$ cat src/rtl/cpu_trace_buffer_if.sv
// cpu_trace_buffer_if: capture/readout bus of the CPU trace buffer.
//   master modport: drives control (start, stop, mode), CPU sample inputs and rd_req;
//                   observes popped entry, count and status flags.
//   slave modport : the trace buffer itself.
// CNT_W must equal $clog2(DEPTH+1) of the attached buffer.
interface cpu_trace_buffer_if #(
  parameter int unsigned DATA_W  = 64,
  parameter int unsigned STATE_W = 5,
  parameter int unsigned CNT_W   = 5
) ();
  logic               start;
  logic               stop;
  logic               mode;
  logic [DATA_W-1:0]  pc_in;
  logic [31:0]        opcode_in;
  logic [STATE_W-1:0] estado_in;
  logic [DATA_W-1:0]  ula_in;
  logic               rd_req;
  logic               rd_valid;
  logic [DATA_W-1:0]  rd_pc;
  logic [31:0]        rd_opcode;
  logic [STATE_W-1:0] rd_estado;
  logic [DATA_W-1:0]  rd_ula;
  logic [CNT_W-1:0]   count;
  logic               capturing;
  logic               stopped;
  logic               overflow;

  modport master (
    output start, stop, mode, pc_in, opcode_in, estado_in, ula_in, rd_req,
    input  rd_valid, rd_pc, rd_opcode, rd_estado, rd_ula, count, capturing, stopped, overflow
  );

  modport slave (
    input  start, stop, mode, pc_in, opcode_in, estado_in, ula_in, rd_req,
    output rd_valid, rd_pc, rd_opcode, rd_estado, rd_ula, count, capturing, stopped, overflow
  );
endinterface

$ cat src/rtl/cpu_trace_buffer.sv
// cpu_trace_buffer: circular trace capture of PC / opcode / FSM state / ULA result for the
// multicycle CPU, with oldest-first readout once stopped.
//   clock, reset : rising-edge clock, asynchronous active-high reset
//   bus (slave)  : start/stop/mode control, CPU sample inputs, rd_req/rd_valid read port,
//                  popped entry fields, count, capturing, stopped, sticky overflow
// Optional feature: define TRACE_ULA_EN to store the ULA field; otherwise rd_ula is 0.
module cpu_trace_buffer #(
  parameter int unsigned DATA_W     = 64,
  parameter int unsigned STATE_W    = 5,
  parameter int unsigned DEPTH      = 16,
  parameter int unsigned MAX_CYCLES = 30,
  parameter int unsigned CNT_W      = $clog2(DEPTH + 1)
) (
  input logic                clock,
  input logic                reset,
  cpu_trace_buffer_if.slave  bus
);
  localparam int unsigned PtrW     = $clog2(DEPTH);
  localparam int unsigned CycW     = (MAX_CYCLES > 0) ? $clog2(MAX_CYCLES + 1) : 1;
  localparam bit          AutoStop = (MAX_CYCLES != 0);
  localparam int unsigned MaxM1    = AutoStop ? MAX_CYCLES - 1 : 0;

  typedef enum logic [1:0] {StIdle, StCapture, StStopped} state_e;

  state_e             state_q;
  logic [PtrW-1:0]    wr_ptr_q, rd_ptr_q;
  logic [CNT_W-1:0]   count_q;
  logic [CycW-1:0]    cyc_q;
  logic               overflow_q;
  logic [STATE_W-1:0] prev_estado_q;
  logic               first_q;  // first CAPTURE cycle of a run, always samples
  logic               rd_valid_q;
  logic [DATA_W-1:0]  rd_pc_q;
  logic [31:0]        rd_opcode_q;
  logic [STATE_W-1:0] rd_estado_q;

  logic [DATA_W-1:0]  mem_pc     [DEPTH];
  logic [31:0]        mem_opcode [DEPTH];
  logic [STATE_W-1:0] mem_estado [DEPTH];

  logic do_wr, full, last_cyc;

  always_comb begin
    do_wr    = (state_q == StCapture) && !bus.start &&
               (!bus.mode || first_q || (bus.estado_in != prev_estado_q));
    full     = (count_q == CNT_W'(DEPTH));
    // This edge brings the cycle counter to MAX_CYCLES.
    last_cyc = AutoStop && (cyc_q == CycW'(MaxM1));
  end

  // Buffer RAM deliberately has no reset.
  always_ff @(posedge clock) begin
    if (do_wr) begin
      mem_pc[wr_ptr_q]     <= bus.pc_in;
      mem_opcode[wr_ptr_q] <= bus.opcode_in;
      mem_estado[wr_ptr_q] <= bus.estado_in;
    end
  end

  always_ff @(posedge clock or posedge reset) begin
    if (reset) begin
      state_q       <= StIdle;
      wr_ptr_q      <= '0;
      rd_ptr_q      <= '0;
      count_q       <= '0;
      cyc_q         <= '0;
      overflow_q    <= 1'b0;
      prev_estado_q <= '0;
      first_q       <= 1'b0;
      rd_valid_q    <= 1'b0;
      rd_pc_q       <= '0;
      rd_opcode_q   <= '0;
      rd_estado_q   <= '0;
    end else begin
      rd_valid_q <= 1'b0;
      if (bus.start) begin
        state_q    <= StCapture;
        wr_ptr_q   <= '0;
        rd_ptr_q   <= '0;
        count_q    <= '0;
        cyc_q      <= '0;
        overflow_q <= 1'b0;
        first_q    <= 1'b1;
      end else begin
        unique case (state_q)
          StIdle: begin
            if (bus.stop) state_q <= StStopped;
          end
          StCapture: begin
            first_q       <= 1'b0;
            prev_estado_q <= bus.estado_in;
            if (do_wr) begin
              wr_ptr_q <= wr_ptr_q + 1'b1;
              if (full) begin
                // Overwrite oldest: read pointer follows the write pointer.
                rd_ptr_q   <= rd_ptr_q + 1'b1;
                overflow_q <= 1'b1;
              end else begin
                count_q <= count_q + 1'b1;
              end
            end
            if (cyc_q != CycW'(MAX_CYCLES)) cyc_q <= cyc_q + 1'b1;
            if (bus.stop || last_cyc) state_q <= StStopped;
          end
          StStopped: begin
            if (bus.rd_req && (count_q != '0)) begin
              rd_valid_q  <= 1'b1;
              rd_pc_q     <= mem_pc[rd_ptr_q];
              rd_opcode_q <= mem_opcode[rd_ptr_q];
              rd_estado_q <= mem_estado[rd_ptr_q];
              rd_ptr_q    <= rd_ptr_q + 1'b1;
              count_q     <= count_q - 1'b1;
            end
          end
          default: state_q <= StIdle;
        endcase
      end
    end
  end

`ifdef TRACE_ULA_EN
  logic [DATA_W-1:0] mem_ula [DEPTH];
  logic [DATA_W-1:0] rd_ula_q;

  always_ff @(posedge clock) begin
    if (do_wr) mem_ula[wr_ptr_q] <= bus.ula_in;
  end

  always_ff @(posedge clock or posedge reset) begin
    if (reset) begin
      rd_ula_q <= '0;
    end else if (!bus.start && (state_q == StStopped) && bus.rd_req && (count_q != '0)) begin
      rd_ula_q <= mem_ula[rd_ptr_q];
    end
  end

  assign bus.rd_ula = rd_ula_q;
`else
  logic unused_ula;
  assign unused_ula = ^bus.ula_in;
  assign bus.rd_ula = '0;
`endif

  assign bus.rd_valid  = rd_valid_q;
  assign bus.rd_pc     = rd_pc_q;
  assign bus.rd_opcode = rd_opcode_q;
  assign bus.rd_estado = rd_estado_q;
  assign bus.count     = count_q;
  assign bus.overflow  = overflow_q;
  assign bus.capturing = (state_q == StCapture);
  assign bus.stopped   = (state_q == StStopped);
endmodule
$ cat src/flat_wrapper.sv
// flat-port wrapper written by rule: the top's interface ports become plain ports
module cpu_trace_buffer_flat 
#(
  parameter int unsigned DATA_W     = 64,
  parameter int unsigned STATE_W    = 5,
  parameter int unsigned DEPTH      = 16,
  parameter int unsigned MAX_CYCLES = 30,
  parameter int unsigned CNT_W      = $clog2(DEPTH + 1)
)
  (clock, reset, bus_start, bus_stop, bus_mode, bus_pc_in, bus_opcode_in, bus_estado_in, bus_ula_in, bus_rd_req, bus_rd_valid, bus_rd_pc, bus_rd_opcode, bus_rd_estado, bus_rd_ula, bus_count, bus_capturing, bus_stopped, bus_overflow);
  cpu_trace_buffer_if #(.DATA_W(DATA_W), .STATE_W(STATE_W), .CNT_W(CNT_W)) bus_i ();
  input logic clock;
  input logic reset;
  input wire logic [$bits(bus_i.start)-1:0] bus_start;
  input wire logic [$bits(bus_i.stop)-1:0] bus_stop;
  input wire logic [$bits(bus_i.mode)-1:0] bus_mode;
  input wire logic [$bits(bus_i.pc_in)-1:0] bus_pc_in;
  input wire logic [$bits(bus_i.opcode_in)-1:0] bus_opcode_in;
  input wire logic [$bits(bus_i.estado_in)-1:0] bus_estado_in;
  input wire logic [$bits(bus_i.ula_in)-1:0] bus_ula_in;
  input wire logic [$bits(bus_i.rd_req)-1:0] bus_rd_req;
  output wire logic [$bits(bus_i.rd_valid)-1:0] bus_rd_valid;
  output wire logic [$bits(bus_i.rd_pc)-1:0] bus_rd_pc;
  output wire logic [$bits(bus_i.rd_opcode)-1:0] bus_rd_opcode;
  output wire logic [$bits(bus_i.rd_estado)-1:0] bus_rd_estado;
  output wire logic [$bits(bus_i.rd_ula)-1:0] bus_rd_ula;
  output wire logic [$bits(bus_i.count)-1:0] bus_count;
  output wire logic [$bits(bus_i.capturing)-1:0] bus_capturing;
  output wire logic [$bits(bus_i.stopped)-1:0] bus_stopped;
  output wire logic [$bits(bus_i.overflow)-1:0] bus_overflow;
  assign bus_i.start = bus_start;
  assign bus_i.stop = bus_stop;
  assign bus_i.mode = bus_mode;
  assign bus_i.pc_in = bus_pc_in;
  assign bus_i.opcode_in = bus_opcode_in;
  assign bus_i.estado_in = bus_estado_in;
  assign bus_i.ula_in = bus_ula_in;
  assign bus_i.rd_req = bus_rd_req;
  assign bus_rd_valid = bus_i.rd_valid;
  assign bus_rd_pc = bus_i.rd_pc;
  assign bus_rd_opcode = bus_i.rd_opcode;
  assign bus_rd_estado = bus_i.rd_estado;
  assign bus_rd_ula = bus_i.rd_ula;
  assign bus_count = bus_i.count;
  assign bus_capturing = bus_i.capturing;
  assign bus_stopped = bus_i.stopped;
  assign bus_overflow = bus_i.overflow;
  cpu_trace_buffer #(.DATA_W(DATA_W), .STATE_W(STATE_W), .DEPTH(DEPTH), .MAX_CYCLES(MAX_CYCLES), .CNT_W(CNT_W)) u_core (.clock(clock), .reset(reset), .bus(bus_i));
endmodule
$ cat config.mk
export PLATFORM = sky130hd
export DESIGN_NAME = cpu_trace_buffer_flat
export DESIGN_NICKNAME = d
export VERILOG_FILES = /design/src/rtl/cpu_trace_buffer_if.sv /design/src/rtl/cpu_trace_buffer.sv /design/src/flat_wrapper.sv
export SDC_FILE = /design/constraint.sdc
export NUM_CORES = 2
export LEC_CHECK = 0
export CAP_MARGIN = 30
export CORE_MARGIN = 10
export CORE_UTILIZATION = 52
export DETAILED_ROUTE_END_ITERATION = 10
export PLACE_DENSITY_LB_ADDON = 0.08
export SYNTH_ARGS = -nofsm -noshare
export SYNTH_HDL_FRONTEND = slang
export SYNTH_SLANG_ARGS = --single-unit
export TNS_END_PERCENT = 20
$ cat constraint.sdc
create_clock -name clock -period 7.8 [get_ports clock]
set_input_delay 1.17 -clock clock [delete_from_list [all_inputs] [get_ports clock]]
set_output_delay 1.17 -clock clock [all_outputs]
set_load 0.03 [all_outputs]
-- Word-level counts from Yosys, hierarchy flattened
Memories as Yosys holds them, arrays and structs flattened. A register that Yosys moved wholly into a read port is not among the register bits.
Index checks and enable logic that the tools add are counted.
- $add $sub $neg: 5
- $mul: 0
- divide/modulo/power cells: 0
- order comparisons: 0
- eq/ne operators: 13
- shift-type cells: 0
- muxes and demuxes: 31
- bitwise operators: 1
- reduce and logical (&&, ||, !) cells: 23
- operators with widths (kind ; number):
    $mux 5 ; 7
    $mux 4 ; 7
    $ne 3x2->1 const B ; 4
    $mux 1 ; 11
    $add 5x1->5 const B ; 2
    $eq 5x5->1 const B ; 2
    $pmux 5 s2 ; 1
    $reduce_and 3->1 ; 3
    $add 4x1->4 const B ; 2
    $pmux 4 s2 ; 1
    $reduce_and 4->1 ; 2
    $reduce_bool 2->1 ; 4
    $mux 2 ; 3
    $ne 3x3->1 const B ; 2
    $pmux 2 s3 ; 1
    $reduce_and 2->1 ; 3
    $ne 5x5->1 ; 1
    $ne 5x5->1 const B ; 1
    $reduce_bool 5->1 ; 1
    $sub 5x1->5 const B ; 1
    $logic_and 1x1->1 ; 3
    $logic_or 1x1->1 ; 3
    $reduce_bool 3->1 ; 1
    $eq 2x1->1 const B ; 1
    other kinds (5) ; 6
- flip-flop bits (word level): 28
- bits in latches: 0
- bits in writable memories: 1616
- ROM bits: 0
- bits of input ports: 171
- output and inout port bits: 174
- logic and storage cells: 85
- memories: 3
- memory list (memory ; words ; width ; rd ports ; clocked after Yosys merged registers in ; wr ports ; RTL line ; text):
    u_core.mem_pc ; 16 ; 64 ; 1 ; 1 ; 1 ; cpu_trace_buffer.sv:37 ; logic [DATA_W-1:0] mem_pc [DEPTH];
    u_core.mem_opcode ; 16 ; 32 ; 1 ; 1 ; 1 ; cpu_trace_buffer.sv:38 ; logic [31:0] mem_opcode [DEPTH];
    u_core.mem_estado ; 16 ; 5 ; 1 ; 1 ; 1 ; cpu_trace_buffer.sv:39 ; logic [STATE_W-1:0] mem_estado [DEPTH];

-- Logic depth before layout (Yosys ltp)
- depth in word-level cells: 7
- mapped depth: 9

-- Least setup slack after synthesis
Ideal clock, no wire load.
- path kind: input port to flip-flop
- start: input port bus_start
- end: memory u_core.mem_estado[12][0] (enable)
- library setup time: 0.562 ns
- arrival: 6.117 ns
- setup slack: 1.121 ns
- stages: 4
- buffers on the path: 1
- cell sequence: clkbuf_1 > nor2_2 > o2111ai_1 > nor2_1
- longest elaborated chain between the ends: 5
- RTL lines (element ; RTL line ; text):
    start: declaration ; flat_wrapper.sv:14 ; input wire logic [$bits(bus_i.start)-1:0] bus_start;
    $logic_not 1->1 ; cpu_trace_buffer.sv:44 ; do_wr = (state_q == StCapture) && !bus.start &&
    $logic_and 1x1->1 (2 in series) ; cpu_trace_buffer.sv:44 ;
    $mux 1 ; cpu_trace_buffer.sv:53 ; if (do_wr) begin
    $mux 1 (not written as such) ; cpu_trace_buffer.sv:56 ; mem_estado[wr_ptr_q] <= bus.estado_in;
    end: declaration ; cpu_trace_buffer.sv:39 ;
No other way between the ends.

-- Worst setup path in the final report
- start: input port bus_estado_in[4]
- end: memory u_core.mem_pc[5][7] (enable)
- longest elaborated chain between the ends: 5
- RTL lines (element ; RTL line ; text):
    start: declaration ; flat_wrapper.sv:19 ; input wire logic [$bits(bus_i.estado_in)-1:0] bus_estado_in;
    $ne 5x5->1 ; cpu_trace_buffer.sv:45 ; (!bus.mode || first_q || (bus.estado_in != prev_estado_q));
    $logic_or 1x1->1 ; cpu_trace_buffer.sv:45 ;
    $logic_and 1x1->1 ; cpu_trace_buffer.sv:44 ;
    $mux 1 ; cpu_trace_buffer.sv:53 ;
    $mux 1 (not written as such) ; cpu_trace_buffer.sv:54 ; mem_pc[wr_ptr_q] <= bus.pc_in;
    end: declaration ; cpu_trace_buffer.sv:37 ;
No other way between the ends.

==> flow_metrics.py <==
metrics = {
    "run_status": {
        "status": "complete, no violations",
    },
    "setup_path": {
        "critical_path_class": "input pin to flop",
        "reg2reg_to": "u_core.mem_pc[5][7]",
        "reg2reg_setup_slack_ns": 4.05,
        "reg2reg_from": "u_core.state_q[1]",
        "worstSetupEndpointType": "flop",
        "cp-start-kind": "input pin",
        "cp.required_ns": 8.22,
        "cp.arrival_ns": 5.13,
        "rr_worst_depth": 7,
        "cp_max_fo": 47,
    },
    "clock_network": {
        "postCtsSetupBuffers": 0,
        "cts_buffers": 176,
        "cts_tree": "done",
        "clockRootBuffer": "clkbuf_16",
        "cts_hold_buf": 0,
        "htree_levels": 4,
        "cts_buffer_depth": 3,
        "cts_sinks": 1745,
        "cts_resized": 0,
        "clk_latency_ns": 0.78,
        "clkSlewWorstSetupHoldPaths_ns": 0.06,
    },
    "floorplan": {
        "die_x_um": 377,
        "die_h_um": 377,
        "ios": 345,
        "rows": 130,
        "initial_core_util": 0.525,
        "core_area_um2": 126000,
        "die-area_um2": 142000,
    },
    "power": {
        "p_seq_frac": 0.489,
        "p_int_mw": 16.9,
        "cellPowerDensity_nw_per_um2": 289,
        "ir_drop_v": 0.000231,
        "p_leak_nw": 24.0,
        "pwr-share-clk": 0.381,
        "power_switching_mw": 5.20,
        "switching_share": 0.236,
        "power_frac_comb": 0.130,
        "finalPower_mw": 22.1,
    },
    "yosys": {
        "synthDistinctLibCells": 46,
        "syn_avg_cell_area_um2": 22.7,
        "synth_commonest_cells": "1616 x edfxtp_1, 404 x mux4_2, 204 x mux2i_1",
        "yosys_register_bits": 1745,
        "synthesis.area_um2": 66300,
        "synth_top_area_frac": 0.732,
        "synth_most_common_cell": "edfxtp_1",
        "syn_inst": 2919,
        "async_flop_share": 0.0739,
        "yosys_warnings": 0,
        "yosysSeqAreaShare": 0.780,
        "yosys.area.top_type": "edfxtp_1",
        "yosys-top-cells-area": "edfxtp_1 73%, mux4_2 14%, dfrtp_1 4.9%",
        "synth-edff-count": 1616,
        "synthFlopType": "edfxtp_1",
    },
    "grt": {
        "grt-ovfl-total": 0,
        "grtUsageTotal": 0.213,
        "antenna_found_initial": 21,
        "grt_pass1_vias": 32383,
        "grt_max_degree": 117,
        "grt_pass1_wl_mm": 221,
    },
    "routing": {
        "wirelength_mm": 151,
        "postRouteAntennaNets": 0,
        "first_pass_iters": 7,
        "drtIter0Drc": 2738,
        "num_vias": 30426,
        "drc_errors": 0,
        "wl_per_cell_um": 30.0,
        "viasPerCell": 6.06,
    },
    "timing": {
        "skew_ns": 0.0178,
        "max_clock_freq_mhz": 212,
        "min_period_ns": 4.71,
        "grt_setup_unrepaired": "no",
        "drv_slew": 0,
        "setup_viol_count_final": 0,
        "hold_viol_final": 0,
        "fin_crit_sh": 0.604,
        "holdWs_ns": 0.480,
        "relSlewSlack": 0.214,
        "worst_slew_pin_slew_ns": 1.18,
        "setup_tns_ns": 0,
    },
    "placement": {
        "placed_area_um2": 70500,
        "port-buffer-count": 216,
        "placed_cells": 4683,
        "routabilityCongestion": 0.740,
        "dp_hpwl_mm": 76.2,
    },
    "run": {
        "max_cap_violations": 0,
    },
    "finish": {
        "fin_cells": 5021,
        "num-nets-final": 3396,
        "syn_to_final_growth_pct": 15.2,
        "design_area_um2": 76400,
        "drive_gt1_frac": 0.225,
    },
    "hold_path": {
        "min-delay-path-class": "flop to flop",
        "hold_end": "u_core.bus.rd_opcode[14]",
        "hp-start": "u_core.bus.rd_opcode[14]",
        "worstHoldPathCells": 2,
    },
}
cell usage in the layout (no fill, tap or decap), types with 9 or more instances in the layout:
cell / Yosys / layout
edfxtp_1: 1616 / 1616
mux4_2: 404 / 404
clkdlybuf4s50_1: 0 / 216
mux2i_1: 204 / 204
clkbuf_16: 0 / 185
dfrtp_1: 129 / 125
nand2_1: 105 / 105
o221ai_1: 101 / 101
conb_1: 1 / 64
clkbuf_1: 68 / 42
clkinv_2: 0 / 36
clkinv_1: 0 / 26
buf_4: 64 / 24
buf_12: 0 / 20
nor2_1: 23 / 19
clkbuf_8: 0 / 17
bufinv_16: 0 / 16
inv_1: 15 / 14
and2_4: 0 / 12
ha_1: 11 / 11
xnor2_1: 9 / 9
cell type report:
class	count	area (um2)
fill	8800	49800
sequential	1745	51800
multi-input combinational	1007	13700
timing repair buffer	268	2960
antenna	5	12.5
tap	1650	2060
clock inverter	87	832
clock buffer	244	5020
inverter	15	61.3
state kept, by name, indices dropped and copies added, names as in the netlist:
name	flops
u_core.bus.rd_pc	64
u_core.bus.count	5
u_core.bus.overflow	1
u_core.wr_ptr_q	4
u_core.state_q	2
u_core.mem_pc	1024
u_core.cyc_q	5
u_core.bus.rd_estado	5
u_core.bus.rd_valid	1
u_core.mem_opcode	512
u_core.prev_estado_q	5
u_core.first_q	1
u_core.rd_ptr_q	4
u_core.mem_estado	80
u_core.bus.rd_opcode	32
per-layer routing:
metal,track usage,routed length (um),up-vias
met3,0.0455,9310,266
met1,0.279,60700,16460
met2,0.360,77000,898
met4,0.0586,3300,30
li1,-,-,12772
met5,0,199,-
logic make-up (layout without fill, tap and decap cells):
family | Yosys count | after routing | synth area share
AO/OA/AOI/OAI | 131 | 131 | 0.0166
XOR/XNOR | 13 | 13 | 0.00172
adder cells (fa/ha/maj) | 12 | 12 | 0.00238
buffers and inverters | 230 | 614 | 0.0180
flip-flops | 1745 | 1745 | 0.780
multiplexers | 618 | 618 | 0.170
other | 1 | 69 | 0.0000565
AND/OR/NAND/NOR | 169 | 169 | 0.0112
power groups by stage:
stage / sequential [mW] / clock (mW) / combinational [mW]
floorplan: 11.2 / 0 / 1.58
global placement: 11.0 / 0 / 2.84
detailed placement: 11.0 / 0 / 2.92
CTS: 10.8 / 8.58 / 2.93
global route: 10.8 / 8.97 / 3.10
finish: 10.8 / 8.41 / 2.87
worst max-delay path: stages:
cell and delay [ns]:
clkdlybuf4s50_1 0.89, xnor2_1 0.31, nand2_1 0.29, nor2_1 0.24, nor4b_1 0.77, and2_4 0.62
buf_16 0.33, buf_12 0.42
stage by stage:
stage,setup slack (ns),util
after floorplan,1.12,-
after global placement,2.42,0.557
after detailed placement,2.27,0.559
after CTS,3.09,0.605
after global routing,2.98,0.605
final,3.09,0.605
worst max-delay path by stage:
stage	end	start	slack [ns]	cells past startpoint
after floorplan	u_core.mem_estado[12][0]	bus_start	1.12	4
after global placement	u_core.mem_pc[5][7]	bus_estado_in[4]	2.42	7
after detailed placement	u_core.mem_pc[6][5]	bus_estado_in[4]	2.27	7
after CTS	u_core.mem_opcode[6][20]	bus_estado_in[4]	3.09	7
after global routing	u_core.mem_pc[10][56]	bus_estado_in[1]	2.98	7
final	u_core.mem_pc[5][7]	bus_estado_in[4]	3.09	8
Power figures use the tool's default switching activity.
